--- config.mk ---
export PLATFORM = sky130hd
export DESIGN_NAME = mul_iter_unit
export DESIGN_NICKNAME = d
export VERILOG_FILES = /design/src/rtl/mul_iter_unit.sv
export SDC_FILE = /design/constraint.sdc
export NUM_CORES = 1
export LEC_CHECK = 0
export ABC_AREA = 1
export CELL_PAD_IN_SITES_DETAIL_PLACEMENT = 1
export CELL_PAD_IN_SITES_GLOBAL_PLACEMENT = 1
export CORE_UTILIZATION = 42
export DETAILED_ROUTE_END_ITERATION = 10
export PLACE_DENSITY = 0.82
export SLEW_MARGIN = 20
export SYNTH_ARGS = -nofsm -noshare
export SYNTH_HDL_FRONTEND = slang
export SYNTH_SLANG_ARGS = --single-unit
export TNS_END_PERCENT = 30
--- constraint.sdc ---
create_clock -name clk -period 3.5 [get_ports clk]
set_clock_uncertainty 0.2 [all_clocks]
set_input_delay 0.35 -clock clk [delete_from_list [all_inputs] [get_ports clk]]
set_output_delay 0.35 -clock clk [all_outputs]
set_load 0.01 [all_outputs]
--- src/rtl/mul_iter_unit.sv ---
// Iterative 32x32 multiplier for MUL / UMULL / SMULL requests.
// A radix-2 shift-add engine runs one multiplier bit per cycle.
// SMULL works on magnitudes, and the final product is negated when the
// operand signs differ.
//
// state | meaning
// ------+-------------------------------------------------------------
// IDLE  | waiting for start; results and flags hold their last values
// CALC  | one shift-add iteration per cycle, WIDTH iterations in total
// DONE  | one-cycle done pulse; a new legal start is accepted here too
module mul_iter_unit #(
   parameter int WIDTH = 32
) (
   input  logic             clk,
   input  logic             reset,
   input  logic             start,
   input  logic [2:0]       op,
   input  logic [WIDTH-1:0] a,
   input  logic [WIDTH-1:0] b,
   output logic             busy,
   output logic             done,
   output logic [WIDTH-1:0] result_lo,
   output logic [WIDTH-1:0] result_hi,
   output logic [3:0]       flags,
   output logic             illegal
);

   localparam int CW = $clog2(WIDTH);
   localparam logic [CW-1:0] LAST = CW'(WIDTH - 1);

   localparam logic [2:0] OP_MUL   = 3'b100;
   localparam logic [2:0] OP_UMULL = 3'b101;
   localparam logic [2:0] OP_SMULL = 3'b110;

   typedef enum logic [1:0] {IDLE, CALC, DONE} state_t;

   state_t             state, state_n;
   logic [2:0]         op_q;
   logic               neg_sign;
   logic [WIDTH-1:0]   mcand;
   logic [WIDTH-1:0]   mplier;
   logic [2*WIDTH-1:0] acc;
   logic [CW-1:0]      count;

   logic               legal, accept, reject, last_iter;
   logic [WIDTH-1:0]   a_abs, b_abs;
   logic [WIDTH:0]     sum;
   logic [2*WIDTH-1:0] acc_step, prod;
   logic [WIDTH-1:0]   fin_lo, fin_hi;
   logic [3:0]         fin_flags;

   // Request decode: a start is only considered outside CALC.
   always_comb begin
      legal     = (op == OP_MUL) || (op == OP_UMULL) || (op == OP_SMULL);
      accept    = start && (state != CALC) && legal;
      reject    = start && (state != CALC) && !legal;
      last_iter = (state == CALC) && (count == LAST);
   end

   // Next-state logic.
   always_comb begin
      state_n = state;
      case (state)
         IDLE:    if (accept) state_n = CALC;
         CALC:    if (count == LAST) state_n = DONE;
         DONE:    state_n = accept ? CALC : IDLE;
         default: state_n = IDLE;
      endcase
   end

   // State register.
   always_ff @(posedge clk or negedge reset) begin
      if (!reset) state <= IDLE;
      else        state <= state_n;
   end

   // Operand magnitudes, one shift-add step, and the final signed/truncated result.
   always_comb begin
      a_abs    = a[WIDTH-1] ? (~a + WIDTH'(1)) : a;
      b_abs    = b[WIDTH-1] ? (~b + WIDTH'(1)) : b;
      sum      = {1'b0, acc[2*WIDTH-1:WIDTH]} + (mplier[0] ? {1'b0, mcand} : '0);
      acc_step = {sum, acc[WIDTH-1:1]};
      prod     = neg_sign ? (~acc_step + (2*WIDTH)'(1)) : acc_step;
      fin_lo   = prod[WIDTH-1:0];
      fin_hi   = (op_q == OP_MUL) ? '0 : prod[2*WIDTH-1:WIDTH];
      fin_flags = {((op_q == OP_MUL) ? fin_lo[WIDTH-1] : fin_hi[WIDTH-1]),
                   ({fin_hi, fin_lo} == '0), 2'b00};
   end

   // Datapath, handshake and result registers.
   always_ff @(posedge clk or negedge reset) begin
      if (!reset) begin
         busy      <= 1'b0;
         done      <= 1'b0;
         illegal   <= 1'b0;
         result_lo <= '0;
         result_hi <= '0;
         flags     <= 4'b0000;
         op_q      <= 3'b000;
         neg_sign  <= 1'b0;
         mcand     <= '0;
         mplier    <= '0;
         acc       <= '0;
         count     <= '0;
      end else begin
         busy    <= (state_n == CALC);
         done    <= last_iter;
         illegal <= reject;
         if (accept) begin
            op_q <= op;
            if (op == OP_SMULL) begin
               mcand    <= a_abs;
               mplier   <= b_abs;
               neg_sign <= a[WIDTH-1] ^ b[WIDTH-1];
            end else begin
               mcand    <= a;
               mplier   <= b;
               neg_sign <= 1'b0;
            end
            acc   <= '0;
            count <= '0;
         end else if (state == CALC) begin
            acc    <= acc_step;
            mplier <= mplier >> 1;
            count  <= count + CW'(1);
            if (count == LAST) begin
               result_lo <= fin_lo;
               result_hi <= fin_hi;
               flags     <= fin_flags;
            end
         end
      end
   end

endmodule

==> results of run 1 <==
## cells by family after synthesis
family | after synthesis | synth area share (%)
fa+ha+maj | 38 | 3.29
compound gates | 283 | 10.8
flops | 207 | 35.3
buf+inv | 358 | 9.30
simple gates | 1288 | 37.4
xor+xnor | 65 | 3.88
other cells | 1 | 0.0256
## Yosys cell counts, drive strengths merged, types with 23 or more instances
cell	count	area share, %
o21ai	179	6.2
nor3	26	0.99
clkbuf	56	1.4
nor2	228	6.6
nand2	803	21
xor2	43	2.6
nand4	23	0.98
o22ai	33	1.4
ha	37	3.2
dfrtp	207	35
nand3	186	6.7
a21oi	38	1.3
inv	282	7.2
## area by class of cell
class	count	area, um^2
Fill cell	4400	14900
Multi-Input combinational cell	1676	9420
Sequential cell	207	5180
Timing Repair Buffer	261	2420
Inverter	286	1080
Clock buffer	31	656
Tap cell	455	569
Clock inverter	9	190
Antenna cell	1	2.50
## routing by layer
metal	up-vias	part of all wire (%)
met5	-	0
met3	97	4.8
met1	7800	45
met4	0	2.7
met2	452	47
li1	7550	-
## cell usage in the layout, fill, tap and decap left out, types with 6 or more instances in the layout
master and instances:
nand3_4 8, buf_4 113, inv_2 22, nor2_2 33, nand2_4 32, nor3_2 6, o22ai_1 33, o21ai_1 7
nor2_4 33, clkdlybuf4s50_1 137, clkbuf_8 6, inv_1 257, nand3_2 28, a21oi_2 13, nand3b_1 8, xor2_1 43
ha_4 23, a32o_1 8, nor3_1 19, dfrtp_1 205, nand3_1 150, nand2_1 672, nand4_1 23, nor2_1 162
o211ai_1 13, ha_1 14, nand2_2 97, clkbuf_16 25, a21oi_1 20, o21ai_0 168, xnor2_1 22
## worst register-to-register path: stages, from the launching register on
cell	delay (ns)
dfrtp_2	0.51
clkbuf_16	0.21
nand2_1	0.11
inv_1	0.09
ha_4	0.33
nand2_4	0.11
inv_1	0.10
nand2_1	0.10
nand2_2	0.14
nand2_1	0.09
nand2_1	0.12
inv_1	0.07
nand2_1	0.07
nand2_1	0.09
nand2_4	0.14
nand3_2	0.11
nand2_1	0.11
inv_1	0.08
nor2_4	0.18
nand3_2	0.09
nand3_2	0.09
nand2_1	0.06
inv_1	0.05
nand2_1	0.04
nor2_1	0.13
nand3_1	0.09
nand2_1	0.06
## timing repair
action | in CTS | in global routing
endpoints found under the setup margin | 8 | 17
endpoints found under the hold margin | 66 | 0
hold buffers | 1 | 0
gates resized for setup | 24 | 296
pin swaps | 0 | 95
setup buffers | 0 | 44
gates cloned | 0 | 3
## per-stage QoR
step	instances	total power, mW	setup WS [ns]
2_1_floorplan	2241	9.57	0.359
6_report	2926	18.4	-0.127
3_5_place_dp	2837	12.9	-0.158
3_3_place_gp	2837	12.5	-0.0702
4_1_cts	2878	15.8	0.0135
5_1_grt	2925	19.6	-0.294
## state kept, by name (all words and copies together), names as in the netlist
name,cells
acc,63
mcand,32
mplier,32
result_hi,32
result_lo,32
count,5
op_q,3
flags,2
state,2
busy,1
done,1
illegal,1
neg_sign,1
## worst paths after layout
path	start	endpoint	slack, ns	depth (start not counted)
max	mplier[0]	flags[2]	-0.13	26
min	reset	result_hi[23]	0.16	2
max reg2reg	mplier[0]	flags[2]	-0.13	26
min reg2reg	result_hi[22]	result_hi[22]	0.28	2
max in group asynchronous	reset	result_hi[29]	2.10	3
min in group clk	op[0]	op_q[0]	0.25	3
## where the power goes
group / switching (mW) / internal [mW]
combinational: 7.62 / 4.25
clock: 1.09 / 1.69
sequential: 0.651 / 3.12
total: 9.36 / 9.06
==> flow_metrics.py, run 1 <==
metrics = {
    "timing": {
        "final-max-slew-violation-count": 0,
        "slew-limit-headroom_pct": 39.4,
        "rsz0062_at_grt": "true",
        "max_slew.worst_pin.slew_ns": 0.909,
        "setup_ws_ns": -0.127,
        "max_freq_mhz": 276,
        "final_worst_path_cycle_share_pct": 104,
        "fin_crit_ns": 3.63,
        "finalSetupViolCount": 4,
        "final_hold_viol_count": 0,
        "setup-tns-final_ns": -0.256,
        "final.hold.worst_slack_ns": 0.159,
    },
    "finish": {
        "drive_above_1_share_pct": 19.3,
        "finish.instance_area_um2": 19500,
        "final_net_count": 2563,
        "fin_util_pct": 56.6,
        "flow.area_growth_from_synthesis_pct": 33.1,
    },
    "setup_path": {
        "critical_path_class": "reg -> reg",
        "crit_path_top_delay_cell": "dfrtp_2",
        "path_buf_inv": 6,
        "end_kind": "flop",
        "crit_path_start_kind": "flop",
        "cp_max_fo": 8,
        "cp_top_family": "simple AND/OR/NAND/NOR gates",
        "data_required_time_at_the_worst_endpoint_ns": 3.79,
        "timing.critical_path.mode_cell": "nand2_1",
        "cp_slowest_stage_delay_ns": 0.51,
        "worst-endpoint-arrival_ns": 3.92,
    },
    "routing": {
        "route.vias.total": 15900,
        "drt-vias-per-instance": 5.43,
        "drt_wl_cell_um": 18.6,
        "drt.antenna.violating_nets": 0,
        "routed_wl_um": 54400,
        "remaining_drc_errors": 0,
        "initialDrtViolationCount": 1045,
        "drtPass1Iterations": 5,
    },
    "floorplan": {
        "ioPinCount": 141,
        "floorplan.initialDensity_pct": 42.5,
        "die_boundary_width_um": 189,
        "core_area_um2": 34500,
        "die_height_um": 189,
        "placementRows": 68,
        "die_area_um2": 35700,
    },
    "logic_synthesis": {
        "yosys_register_bits": 207,
        "netlist_area_um2": 14700,
        "synth-seq-area-share_pct": 35.3,
        "most_used_flip_flop_cell_after_synthesis": "dfrtp_1",
        "synth.avg_cell_area_um2": 6.55,
        "ys_async_sr_fraction_pct": 100,
        "synth_cell_types": 43,
        "synth_enable_flop_cells": 0,
        "synthesis.yosys.warnings": 0,
        "synth_cells": 2240,
    },
    "place": {
        "port_buffers": 138,
        "detailedPlacementHpwl_um": 37400,
        "gp_congestion": 0.907,
        "detailed_place.area_um2": 17000,
    },
    "power": {
        "vdd_ir_drop_max_uv": 464,
        "leakage_nw": 9.45,
        "power_density_nw_per_um2": 944,
    },
    "cts": {
        "clock_sinks": 207,
        "tritoncts_clock_tree": "yes",
        "clock_tree.root_cell": "clkbuf_16",
        "clk_pin_slew_worst_paths_ns": 0.07,
        "htree_num_levels": 1,
        "numCtsBuffers": 23,
        "clkLatencyLatePin_ns": 0.56,
        "clockBufferDepth": 3,
    },
    "flow_run": {
        "maxCapViolCount": 0,
    },
    "hold_path": {
        "worst_min_path_class": "in -> async",
    },
    "grt": {
        "grt_most_used_layer": "met2",
        "groute.usage.overall_pct": 27.5,
        "grtUsageMet2_pct": 44.4,
        "grt_pass1_vias": 15500,
        "global_route.usage.met3_pct": 2.63,
        "globalRouteOverflowTotal": 0,
        "first_pass_grt_wire_length_um": 80200,
        "groute.layer.met1.usage_pct": 40.0,
        "grt_max_degree": 100,
        "antenna_violations_before_repair": 1,
    },
    "run_status": {
        "run_status": "complete, but fails checks",
        "violations": "negative setup slack",
    },
}
Note: power is estimated with default switching activity, not from simulation.
==> run 2: changes to the inputs <==
- ABC_AREA: 1 -> default
- CORE_UTILIZATION: 42 -> 43
- PLACE_DENSITY: 0.82 -> 0.81
- SKIP_CTS_REPAIR_TIMING: default -> 1
==> flow_metrics.py, run 2 <==
metrics = {
    "run_status": {
        "run_status": "complete, but fails checks",
        "violations": "negative setup slack",
    },
    "timing": {
        "finalSetupViolCount": 26,
        "fin_crit_ns": 4.52,
        "slew-limit-headroom_pct": 32.6,
        "final_hold_viol_count": 0,
        "max_slew.worst_pin.slew_ns": 1.01,
        "setup_ws_ns": -1.02,
        "max_freq_mhz": 221,
        "rsz0062_at_grt": "true",
        "setup-tns-final_ns": -13.56,
        "final_worst_path_cycle_share_pct": 129,
        "final-max-slew-violation-count": 0,
    },
    "setup_path": {
        "critical_path_class": "reg -> reg",
        "data_required_time_at_the_worst_endpoint_ns": 3.77,
        "end_kind": "flop",
        "cp_max_fo": 5,
        "worst-endpoint-arrival_ns": 4.79,
        "crit_path_start_kind": "flop",
    },
    "floorplan": {
        "die_boundary_width_um": 180,
        "ioPinCount": 141,
        "floorplan.initialDensity_pct": 44.1,
        "placementRows": 64,
        "die_area_um2": 32400,
        "die_height_um": 180,
        "core_area_um2": 30900,
    },
    "logic_synthesis": {
        "synth.largest_area_cell": "dfrtp_1",
        "post_synth_most_frequent_cells": "nand2_1 (343), dfrtp_1 (207), o21ai_0 (186)",
        "synth.avg_cell_area_um2": 8.08,
        "synth_cells": 1688,
        "synthesis.yosys.warnings": 0,
        "ys_async_sr_fraction_pct": 100,
        "most_used_flip_flop_cell_after_synthesis": "dfrtp_1",
        "synthDominantCellAreaShare_pct": 38.0,
        "synth_enable_flop_cells": 0,
        "synth_cell_types": 82,
        "synth-seq-area-share_pct": 38.0,
        "netlist_area_um2": 13600,
        "post-synth-top-count-cell": "nand2_1",
        "post_synth_main_area_contributors": "dfrtp_1 (38%), nand2_1 (9.4%), o21ai_0 (6.8%)",
        "yosys_register_bits": 207,
    },
    "grt": {
        "antenna_violations_before_repair": 1,
        "grt_pass1_vias": 15000,
        "globalRouteOverflowTotal": 0,
        "grt_max_degree": 90,
        "first_pass_grt_wire_length_um": 80000,
        "groute.usage.overall_pct": 30.1,
    },
    "flow_run": {
        "maxCapViolCount": 0,
    },
    "finish": {
        "drive_above_1_share_pct": 22.5,
        "fin_util_pct": 61.2,
        "largest_register": "acc",
        "most-common-layout-cells": "nand2_1 (340), buf_4 (319), dfrtp_1 (205)",
        "number_of_flip_flops_in_the_largest_register": 63,
        "n_antenna_cell": 0,
        "finish.instance_area_um2": 18900,
        "flow.area_growth_from_synthesis_pct": 38.7,
        "layout_commonest_cell": "nand2_1",
        "final_net_count": 2173,
    },
    "cts": {
        "tritoncts_clock_tree": "yes",
        "numCtsBuffers": 24,
        "clkLatencyLatePin_ns": 0.55,
        "clock_tree.root_cell": "clkbuf_16",
        "htree_num_levels": 1,
        "clk_pin_slew_worst_paths_ns": 0.06,
        "clock_sinks": 207,
        "clockBufferDepth": 3,
    },
    "power": {
        "power_mw": 19.6,
        "leakage_nw": 8.42,
        "vdd_ir_drop_max_uv": 494,
        "power_density_nw_per_um2": 1040,
    },
    "routing": {
        "drt_wl_cell_um": 20.7,
        "drtPass1Iterations": 5,
        "routed_wl_um": 51300,
        "remaining_drc_errors": 0,
        "drt-vias-per-instance": 5.80,
        "initialDrtViolationCount": 750,
        "drt.antenna.violating_nets": 0,
        "route.vias.total": 14400,
    },
    "place": {
        "port_buffers": 138,
        "detailed_place.area_um2": 17500,
        "gp_congestion": 0.918,
        "detailedPlacementHpwl_um": 36300,
    },
    "hold_path": {
        "worst_min_path_class": "in -> async",
    },
}
==> run 2: area by class of cell <==
cell class | count | area (um^2)
repair buffers | 465 | 3910
flip-flops and latches | 207 | 5180
inverters | 27 | 101
fillers | 3677 | 12000
well taps | 396 | 495
multi-input cells | 1340 | 8430
clock buffers | 33 | 686
clock inverters | 6 | 109
==> run 2: path summary, 6_finish.rpt <==
path | startpoint | to | slack (ns) | depth (start not counted)
max reg2reg | mplier[0] | flags[2] | -1.02 | 16
max | mplier[0] | flags[2] | -1.02 | 16
min in group clk | result_lo[22] | result_lo[22] | 0.28 | 2
min | reset | result_lo[2] | 0.23 | 2
min reg2reg | result_lo[22] | result_lo[22] | 0.28 | 2
max in group asynchronous | reset | mplier[12] | 2.05 | 3
==> run 2: layer usage <==
layer  wire, um  GRT usage (%)  vias to the layer above
met1      22400           39.9                     7204
met2      25300           52.7                      399
li1           -              -                     6650
met4       1320           7.28                        2
met3       2190           3.01                       97
met5         13              0                        -
==> run 2: report_power, final <==
| group | internal (mW) | total (mW) | switching [mW] | leakage (nW) |
|---|---|---|---|---|
| Clock | 1.58 | 2.62 | 1.05 | 0.390 |
| Combinational | 5.94 | 13.1 | 7.16 | 5.33 |
| Sequential | 3.25 | 3.90 | 0.644 | 2.70 |
| Total | 10.8 | 19.6 | 8.85 | 8.42 |
==> run 2: kinds of logic (layout without fill, tap and decap cells) <==
logic type                 count (synthesis)  in the layout  share of synthesized area, %
muxes                                      9              9                         0.688
other                                      1              2                        0.0275
buffers and inverters                    142            531                          4.12
xor gates and xnor gates                 149            149                          9.57
adders and majority gates                 38             38                          3.54
AOI/OAI and AO/OA                        423            423                          19.2
and+or+nand+nor                          719            719                          24.9
DFF                                      207            207                          38.0
==> run 2: per-stage QoR <==
step	std cells	hold slack [ns]	setup slack (ns)
2_1_floorplan	1689	-0.146	-0.391
3_3_place_gp	2413	0.259	-0.775
3_5_place_dp	2413	0.272	-1.07
4_1_cts	2452	-0.289	-1.08
5_1_grt	2474	0.306	-1.15
6_report	2474	0.226	-1.02
==> run 2: critical path: stages (launching register included) <==
cell      delay (ns)
dfrtp_2         0.44
and2_4          0.17
ha_4            0.16
fa_2            0.37
a21o_1          0.22
a221o_1         0.40
a2111o_1        0.39
o211ai_1        0.17
o21ai_2         0.14
nor4_4          0.32
buf_4           0.19
nand4_1         0.20
o41ai_2         0.46
xnor2_1         0.16
o31ai_1         0.22
nand4b_1        0.14
nand2_1         0.11
